File: config.mk
export PLATFORM = sky130hd
export DESIGN_NAME = spark80_prefetch_unit
export DESIGN_NICKNAME = d
export VERILOG_FILES = /design/src/rtl/pkg_instr_dec.sv /design/src/rtl/spark80_hw_queue.sv /design/src/rtl/spark80_prefetch_unit.sv
export SDC_FILE = /design/constraint.sdc
export NUM_CORES = 1
export LEC_CHECK = 0
export CAP_MARGIN = 20
export CORE_ASPECT_RATIO = 1.1
export CORE_MARGIN = 2
export CORE_UTILIZATION = 35
export CTS_BUF_LIST = sky130_fd_sc_hd__clkbuf_8
export DETAILED_ROUTE_END_ITERATION = 10
export GPL_ROUTABILITY_DRIVEN = 0
export PLACE_DENSITY = 0.62
export SLEW_MARGIN = 20
export SYNTH_ARGS = -nofsm -noshare
export SYNTH_HDL_FRONTEND = slang
export SYNTH_SLANG_ARGS = --single-unit
File: constraint.sdc
create_clock -name clk -period 4.69 [get_ports clk]
set_input_delay 0.938 -clock clk [delete_from_list [all_inputs] [get_ports clk]]
set_output_delay 0.938 -clock clk [all_outputs]
set_load 0.05 [all_outputs]
File: src/rtl/pkg_instr_dec.sv
// Shared decode definitions for the SPARK80 prefetch path: FSM states, group-5 mark, length helper.
// ST_INT exists only when SPARK80_PREFETCH_INT_EN is defined.
package pkg_instr_dec;

   localparam int unsigned HW_WIDTH  = 16;
   localparam logic [2:0]  GRP5_MARK = 3'b111;

   typedef enum logic [1:0] {
      ST_VEC = 2'd0,
      ST_RUN = 2'd1
`ifdef SPARK80_PREFETCH_INT_EN
      , ST_INT = 2'd2
`endif
   } pf_state_e;

   // Halfword count of the instruction that starts with this halfword.
   function automatic logic [1:0] instr_hw_len(input logic [HW_WIDTH-1:0] hw);
      return (hw[15:13] == GRP5_MARK) ? 2'd2 : 2'd1;
   endfunction

endpackage

File: src/rtl/spark80_hw_queue.sv
// Power-of-two halfword FIFO with single push, one/two-entry pop and flush.
module spark80_hw_queue
   import pkg_instr_dec::*;
#(
   parameter int unsigned DEPTH = 4,
   localparam int unsigned PTR_W = $clog2(DEPTH),
   localparam int unsigned CNT_W = $clog2(DEPTH) + 1
)(
   input  logic                clk,
   input  logic                reset,
   input  logic                flush,
   input  logic                push,
   input  logic [HW_WIDTH-1:0] push_data,
   input  logic                pop1,
   input  logic                pop2,
   output logic [CNT_W-1:0]    count,
   output logic [HW_WIDTH-1:0] head,
   output logic [HW_WIDTH-1:0] next_hw
);

   logic [HW_WIDTH-1:0] mem [DEPTH];
   logic [PTR_W-1:0]    rd_ptr;
   logic [PTR_W-1:0]    wr_ptr;
   logic                push_ok;
   logic [1:0]          pop_n;

   assign push_ok = push && (count < CNT_W'(DEPTH));

   // Pops are clamped to the entries actually present.
   always_comb begin
      pop_n = 2'd0;
      if (pop2 && (count >= CNT_W'(2)))
         pop_n = 2'd2;
      else if (pop1 && (count >= CNT_W'(1)))
         pop_n = 2'd1;
   end

   always_ff @(posedge clk) begin
      if (reset || flush) begin
         rd_ptr <= '0;
         wr_ptr <= '0;
         count  <= '0;
      end else begin
         if (push_ok)
            wr_ptr <= wr_ptr + PTR_W'(1);
         rd_ptr <= rd_ptr + PTR_W'(pop_n);
         count  <= count + CNT_W'(push_ok) - CNT_W'(pop_n);
      end
   end

   always_ff @(posedge clk) begin
      if (reset) begin
         for (int i = 0; i < int'(DEPTH); i++)
            mem[i] <= '0;
      end else if (push_ok && !flush) begin
         mem[wr_ptr] <= push_data;
      end
   end

   assign head    = mem[rd_ptr];
   assign next_hw = mem[rd_ptr + PTR_W'(1)];

endmodule

File: src/rtl/spark80_prefetch_unit.sv
// SPARK80 instruction prefetch: vector fetch, halfword streaming into a queue, 16/32-bit assembly.
// Optional interrupt vectoring enabled by defining SPARK80_PREFETCH_INT_EN.
module spark80_prefetch_unit
   import pkg_instr_dec::*;
#(
   parameter int unsigned ADDR_WIDTH = 16,
   parameter int unsigned QUEUE_DEPTH = 4,
   parameter logic [ADDR_WIDTH-1:0] RESET_VEC_ADDR = '0,
   parameter logic [ADDR_WIDTH-1:0] INT_VEC_ADDR = ADDR_WIDTH'(2)
)(
   input  logic                  clk,
   input  logic                  reset,
   output logic                  bus_req,
   output logic [ADDR_WIDTH-1:0] bus_addr,
   input  logic                  bus_ready,
   input  logic [15:0]           bus_data_in,
   output logic                  instr_valid,
   output logic [31:0]           instr_out,
   output logic                  instr_is_32,
   output logic [ADDR_WIDTH-1:0] instr_pc,
   input  logic                  instr_take,
   input  logic                  redirect,
   input  logic [ADDR_WIDTH-1:0] redirect_addr
`ifdef SPARK80_PREFETCH_INT_EN
   ,
   input  logic                  interrupt,
   input  logic                  ints_enabled,
   output logic                  int_ack,
   output logic [ADDR_WIDTH-1:0] int_ret_addr
`endif
);

   localparam int unsigned CNT_W = $clog2(QUEUE_DEPTH) + 1;

   pf_state_e             state;
   pf_state_e             state_nxt;
   logic [ADDR_WIDTH-1:0] fetch_addr;
   logic [CNT_W-1:0]      q_count;
   logic [HW_WIDTH-1:0]   q_head;
   logic [HW_WIDTH-1:0]   q_next;
   logic                  q_flush;
   logic                  q_push;
   logic                  q_pop1;
   logic                  q_pop2;
   logic                  q_room;
   logic                  head_is_32;
   logic                  vec_load;
   logic                  redir_load;
   logic                  fetch_adv;
   logic                  int_entry;
   logic [ADDR_WIDTH-1:0] pc_step;
   logic [ADDR_WIDTH-1:0] vec_target;
   logic [ADDR_WIDTH-1:0] redir_target;

   assign q_room       = q_count < CNT_W'(QUEUE_DEPTH);
   assign head_is_32   = instr_hw_len(q_head) == 2'd2;
   assign vec_target   = ADDR_WIDTH'(bus_data_in) & ~ADDR_WIDTH'(1);
   assign redir_target = redirect_addr & ~ADDR_WIDTH'(1);

   spark80_hw_queue #(
      .DEPTH (QUEUE_DEPTH)
   ) u_queue (
      .clk       (clk),
      .reset     (reset),
      .flush     (q_flush),
      .push      (q_push),
      .push_data (bus_data_in),
      .pop1      (q_pop1),
      .pop2      (q_pop2),
      .count     (q_count),
      .head      (q_head),
      .next_hw   (q_next)
   );

   always_ff @(posedge clk) begin
      if (reset)
         state <= ST_VEC;
      else
         state <= state_nxt;
   end

   always_comb begin
      state_nxt = state;
      case (state)
         ST_VEC: if (bus_ready) state_nxt = ST_RUN;
`ifdef SPARK80_PREFETCH_INT_EN
         ST_INT: if (bus_ready) state_nxt = ST_RUN;
         ST_RUN: if (!redirect && interrupt && ints_enabled) state_nxt = ST_INT;
`endif
         default: state_nxt = state;
      endcase
   end

   // Head decode; a 32-bit head is only presented once its second half has arrived.
   always_comb begin
      instr_valid = 1'b0;
      instr_is_32 = 1'b0;
      instr_out   = '0;
      if (!reset && (q_count != '0)) begin
         instr_is_32 = head_is_32;
         instr_valid = head_is_32 ? (q_count >= CNT_W'(2)) : 1'b1;
         instr_out   = {q_head, head_is_32 ? q_next : 16'h0000};
      end
   end

   // Bus request and queue/pointer controls; redirect and interrupt entry override take.
   always_comb begin
      bus_req    = 1'b0;
      bus_addr   = '0;
      q_flush    = 1'b0;
      q_push     = 1'b0;
      q_pop1     = 1'b0;
      q_pop2     = 1'b0;
      vec_load   = 1'b0;
      redir_load = 1'b0;
      fetch_adv  = 1'b0;
      int_entry  = 1'b0;
      pc_step    = '0;
      if (!reset) begin
         case (state)
            ST_RUN: begin
               bus_req  = q_room;
               bus_addr = fetch_addr;
               if (redirect) begin
                  q_flush    = 1'b1;
                  redir_load = 1'b1;
               end
`ifdef SPARK80_PREFETCH_INT_EN
               else if (interrupt && ints_enabled) begin
                  q_flush   = 1'b1;
                  int_entry = 1'b1;
               end
`endif
               else begin
                  q_push    = q_room && bus_ready;
                  fetch_adv = q_room && bus_ready;
                  if (instr_take && instr_valid) begin
                     q_pop1  = !instr_is_32;
                     q_pop2  = instr_is_32;
                     pc_step = instr_is_32 ? ADDR_WIDTH'(4) : ADDR_WIDTH'(2);
                  end
               end
            end
`ifdef SPARK80_PREFETCH_INT_EN
            ST_INT: begin
               bus_req  = 1'b1;
               bus_addr = INT_VEC_ADDR;
               vec_load = bus_ready;
            end
`endif
            default: begin
               bus_req  = 1'b1;
               bus_addr = RESET_VEC_ADDR;
               vec_load = bus_ready;
            end
         endcase
      end
   end

   always_ff @(posedge clk) begin
      if (reset) begin
         fetch_addr <= '0;
         instr_pc   <= '0;
      end else if (vec_load) begin
         fetch_addr <= vec_target;
         instr_pc   <= vec_target;
      end else if (redir_load) begin
         fetch_addr <= redir_target;
         instr_pc   <= redir_target;
      end else begin
         if (fetch_adv)
            fetch_addr <= fetch_addr + ADDR_WIDTH'(2);
         instr_pc <= instr_pc + pc_step;
      end
   end

`ifdef SPARK80_PREFETCH_INT_EN
   always_ff @(posedge clk) begin
      if (reset) begin
         int_ack      <= 1'b0;
         int_ret_addr <= '0;
      end else begin
         int_ack <= vec_load && (state == ST_INT);
         if (int_entry)
            int_ret_addr <= instr_pc;
      end
   end
`else
   // INT_VEC_ADDR has no consumer without the interrupt path.
   logic unused_int_vec;
   assign unused_int_vec = ^INT_VEC_ADDR;
`endif

endmodule

==> impl_metrics.json <==
{
  "start_util_pct": 35.93,
  "gr-usage-all-layers_pct": 17.90,
  "path_clk_slew_ns": 0.11,
  "vias": 4541,
  "min_period_over_period_pct": 86.95,
  "cts.sinks": 102,
  "die_area_um2": 17920,
  "synth_warnings": 0,
  "finalSetupViolations": 0,
  "netlist_area_um2": 5903,
  "min_from": "fetch_addr[10]",
  "drive_gt1_share_pct": 20.90,
  "synth-edff-count": 64,
  "worstPathMaxFanout": 16,
  "min_period_ns": 4.078,
  "arrival_ns": 3.14,
  "clock_latency_ns": 0.38,
  "wl_per_cell_um": 19.27,
  "r2r-end": "instr_pc[15]",
  "final_hold_viol_count": 0,
  "yosysMostFrequentCell": "and2_1",
  "gr-total-overflow": 0,
  "finClkSkew_ns": 0.01075,
  "worstMarginPinSlew_ns": 1.040,
  "dp_hpwl_um": 11600,
  "yosys_most_used_dff": "edfxtp_1",
  "cts-resized-gates": 0,
  "synth-xor-area-share_pct": 2.671,
  "nets": 663,
  "utilization_pct": 46.02,
  "startpoint_type": "primary input",
  "fp.dieH_um": 140.2,
  "port_buffers": 100,
  "cpMostUsedCell": "inv_1",
  "layout.cells.non_filler": 826,
  "clock-root-buffer": "clkbuf_8",
  "maxClockFrequency_mhz": 245.2,
  "synth_commonest_cells": "83 x and2_1, 64 x edfxtp_1, 38 x dfxtp_1",
  "cts_setup_buffers": 0,
  "holdPathStages": 2,
  "routed_wl_um": 15920,
  "outcome": "finished, final reports clean",
  "synthTopCellsByArea": "edfxtp_1 33%, dfxtp_1 13%, mux4_2 12%, and2_1 8.8%, and3_1 2.6%",
  "rsz0062_at_grt": "false",
  "antenna_found_initial": 0,
  "grt_pass1_vias": 4626,
  "cts_tree": "done",
  "antenna_cells": 0,
  "grt_first_pass_wirelength_um": 24830,
  "cts_buffers": 9,
  "drc_errors": 0,
  "fp-row-count": 49,
  "synthMuxAreaShare_pct": 13.65,
  "ir_drop_uv": 140.9,
  "yosysTopAreaCellShare_pct": 32.56,
  "max_cap_viol_count": 0,
  "syn2layout_area_growth_pct": 28.08,
  "core-area_um2": 16430,
  "cts.path.max_buffers": 2,
  "die_w_um": 127.8,
  "end_kind": "output pin",
  "synth_top_area_cell": "edfxtp_1",
  "hold_buffers": 0,
  "synth.distinct_cells": 68,
  "holdPathEnd": "fetch_addr[10]",
  "ys_seq_area_share_pct": 45.44,
  "max-slew-margin-rel_pct": 30.49,
  "rrSetupSlack_ns": 0.90,
  "routed_via_density": 5.498,
  "fillCellCount": 1509,
  "placed_cells": 810,
  "r2r_start": "u_queue.rd_ptr[0]",
  "syn_area_per_cell_um2": 11.14,
  "io_pins": 104,
  "synth-seq-cells": 102,
  "r2r_cells": 11,
  "synth_compound_area_share_pct": 8.203,
  "p_per_area_nw_per_um2": 250.4,
  "htree_levels": 3,
  "synthCells": 530,
  "cp_slowest_cell": "clkdlybuf4s50_1",
  "synth_top_family_by_area": "simple AND/OR/NAND/NOR gates",
  "worstPathRequired_ns": 3.75,
  "dr.pass1.iters": 5,
  "cp_cell_sequence": "clkdlybuf4s50_1 -> buf_4 -> inv_1 -> o21ai_1 -> or3_1 -> inv_1 -> and2_1 -> buf_12",
  "async_flop_share_pct": 0,
  "finalMaxSlewViolations": 0,
  "grt_max_degree": 31,
  "p_leak_uw": 0.002797,
  "fin_setup_tns_ns": 0,
  "min_path_type": "reg -> reg",
  "antenna_left": 0,
  "max_stage_delay_ns": 0.52,
  "synth-simple-area-share_pct": 23.80,
  "synth_fa_ha_area_share_pct": 2.162,
  "path_class": "in -> out",
  "drt_iter0_drc": 238
}
## state kept, by name, summed over array words and instances, names as in the netlist
name,count
u_queue.mem,64
fetch_addr,15
instr_pc,15
u_queue.count,3
u_queue.rd_ptr,2
u_queue.wr_ptr,2
state,1
## report_power, final
part           switching (uW)  internal (uW)  total (uW)
Clock                     336            254         590
Combinational             157            112         268
Sequential               40.2            995        1030
## per-layer routing
metal / global-route usage (%) / part of all wire [%]
met3: 3.400 / 5.3
met5: 0 / 0
met4: 6.420 / 2.1
met1: 22.99 / 43
met2: 30.14 / 49
## cell families after synthesis
family	count (synthesis)
simple gates	238
flops	102
compound gates	68
buf+inv	53
mux	41
xor+xnor	18
fa+ha+maj	9
other cells	1
## critical path: cells and delay by family
| kind | cells | cell delay, ns |
|---|---|---|
| AND/OR/NAND/NOR | 2 | 0.66 |
| buffers and inverters | 5 | 1.40 |
| AO/OA/AOI/OAI | 1 | 0.12 |
## metrics by stage
| stage | area [um2] | hold slack, ns | total power [uW] | setup slack [ns] |
|---|---|---|---|---|
| global route | 7561 | 0.5261 | 1955 | 0.5211 |
| finish | 7561 | 0.5071 | 1893 | 0.6118 |
| CTS | 7561 | 0.5094 | 1897 | 0.5952 |
| floorplan | 5907 | 0.4648 | 1203 | 1.063 |
| detailed placement | 7358 | 0.4951 | 1322 | 0.4660 |
| global placement | 7358 | 0.4960 | 1315 | 0.5182 |
## layout make-up
class | instances | area, um2 | share of cell area, %
Multi-Input combinational cell | 376 | 2988 | 39.52
Sequential cell | 102 | 2685 | 35.51
Timing Repair Buffer | 112 | 1369 | 18.10
Tap cell | 204 | 255.2 | 3.376
Clock buffer | 9 | 123.9 | 1.638
Clock inverter | 7 | 78.83 | 1.043
Inverter | 16 | 61.31 | 0.8109
## cell usage in the layout (no fill, tap or decap), types with 6 or more instances in the layout
cell              n
mux4_2           31
buf_4            29
nand2_1          19
nor2b_1          19
ha_1              7
and2_1           83
clkbuf_8          9
clkdlybuf4s50_1  51
xnor2_1          10
xor2_1            8
and3_1           25
a21oi_1          20
nand3_1          16
mux2_2            6
buf_12           32
edfxtp_1         64
nand4_1          11
nor2_1           29
inv_1            15
dfxtp_1          36
## worst max-delay path by stage
| stage | from | end | slack [ns] | cells past startpoint |
|---|---|---|---|---|
| 2_1_floorplan | reset | instr_out[14] | 1.06 | 4 |
| 3_3_place_gp | redirect | instr_pc[15] | 0.52 | 11 |
| 3_5_place_dp | redirect | instr_pc[15] | 0.47 | 10 |
| 4_1_cts | reset | instr_out[10] | 0.60 | 8 |
| 5_1_grt | reset | instr_out[12] | 0.52 | 8 |
| 6_report | reset | instr_out[12] | 0.61 | 8 |
Note: power is estimated with default switching activity, not from simulation.
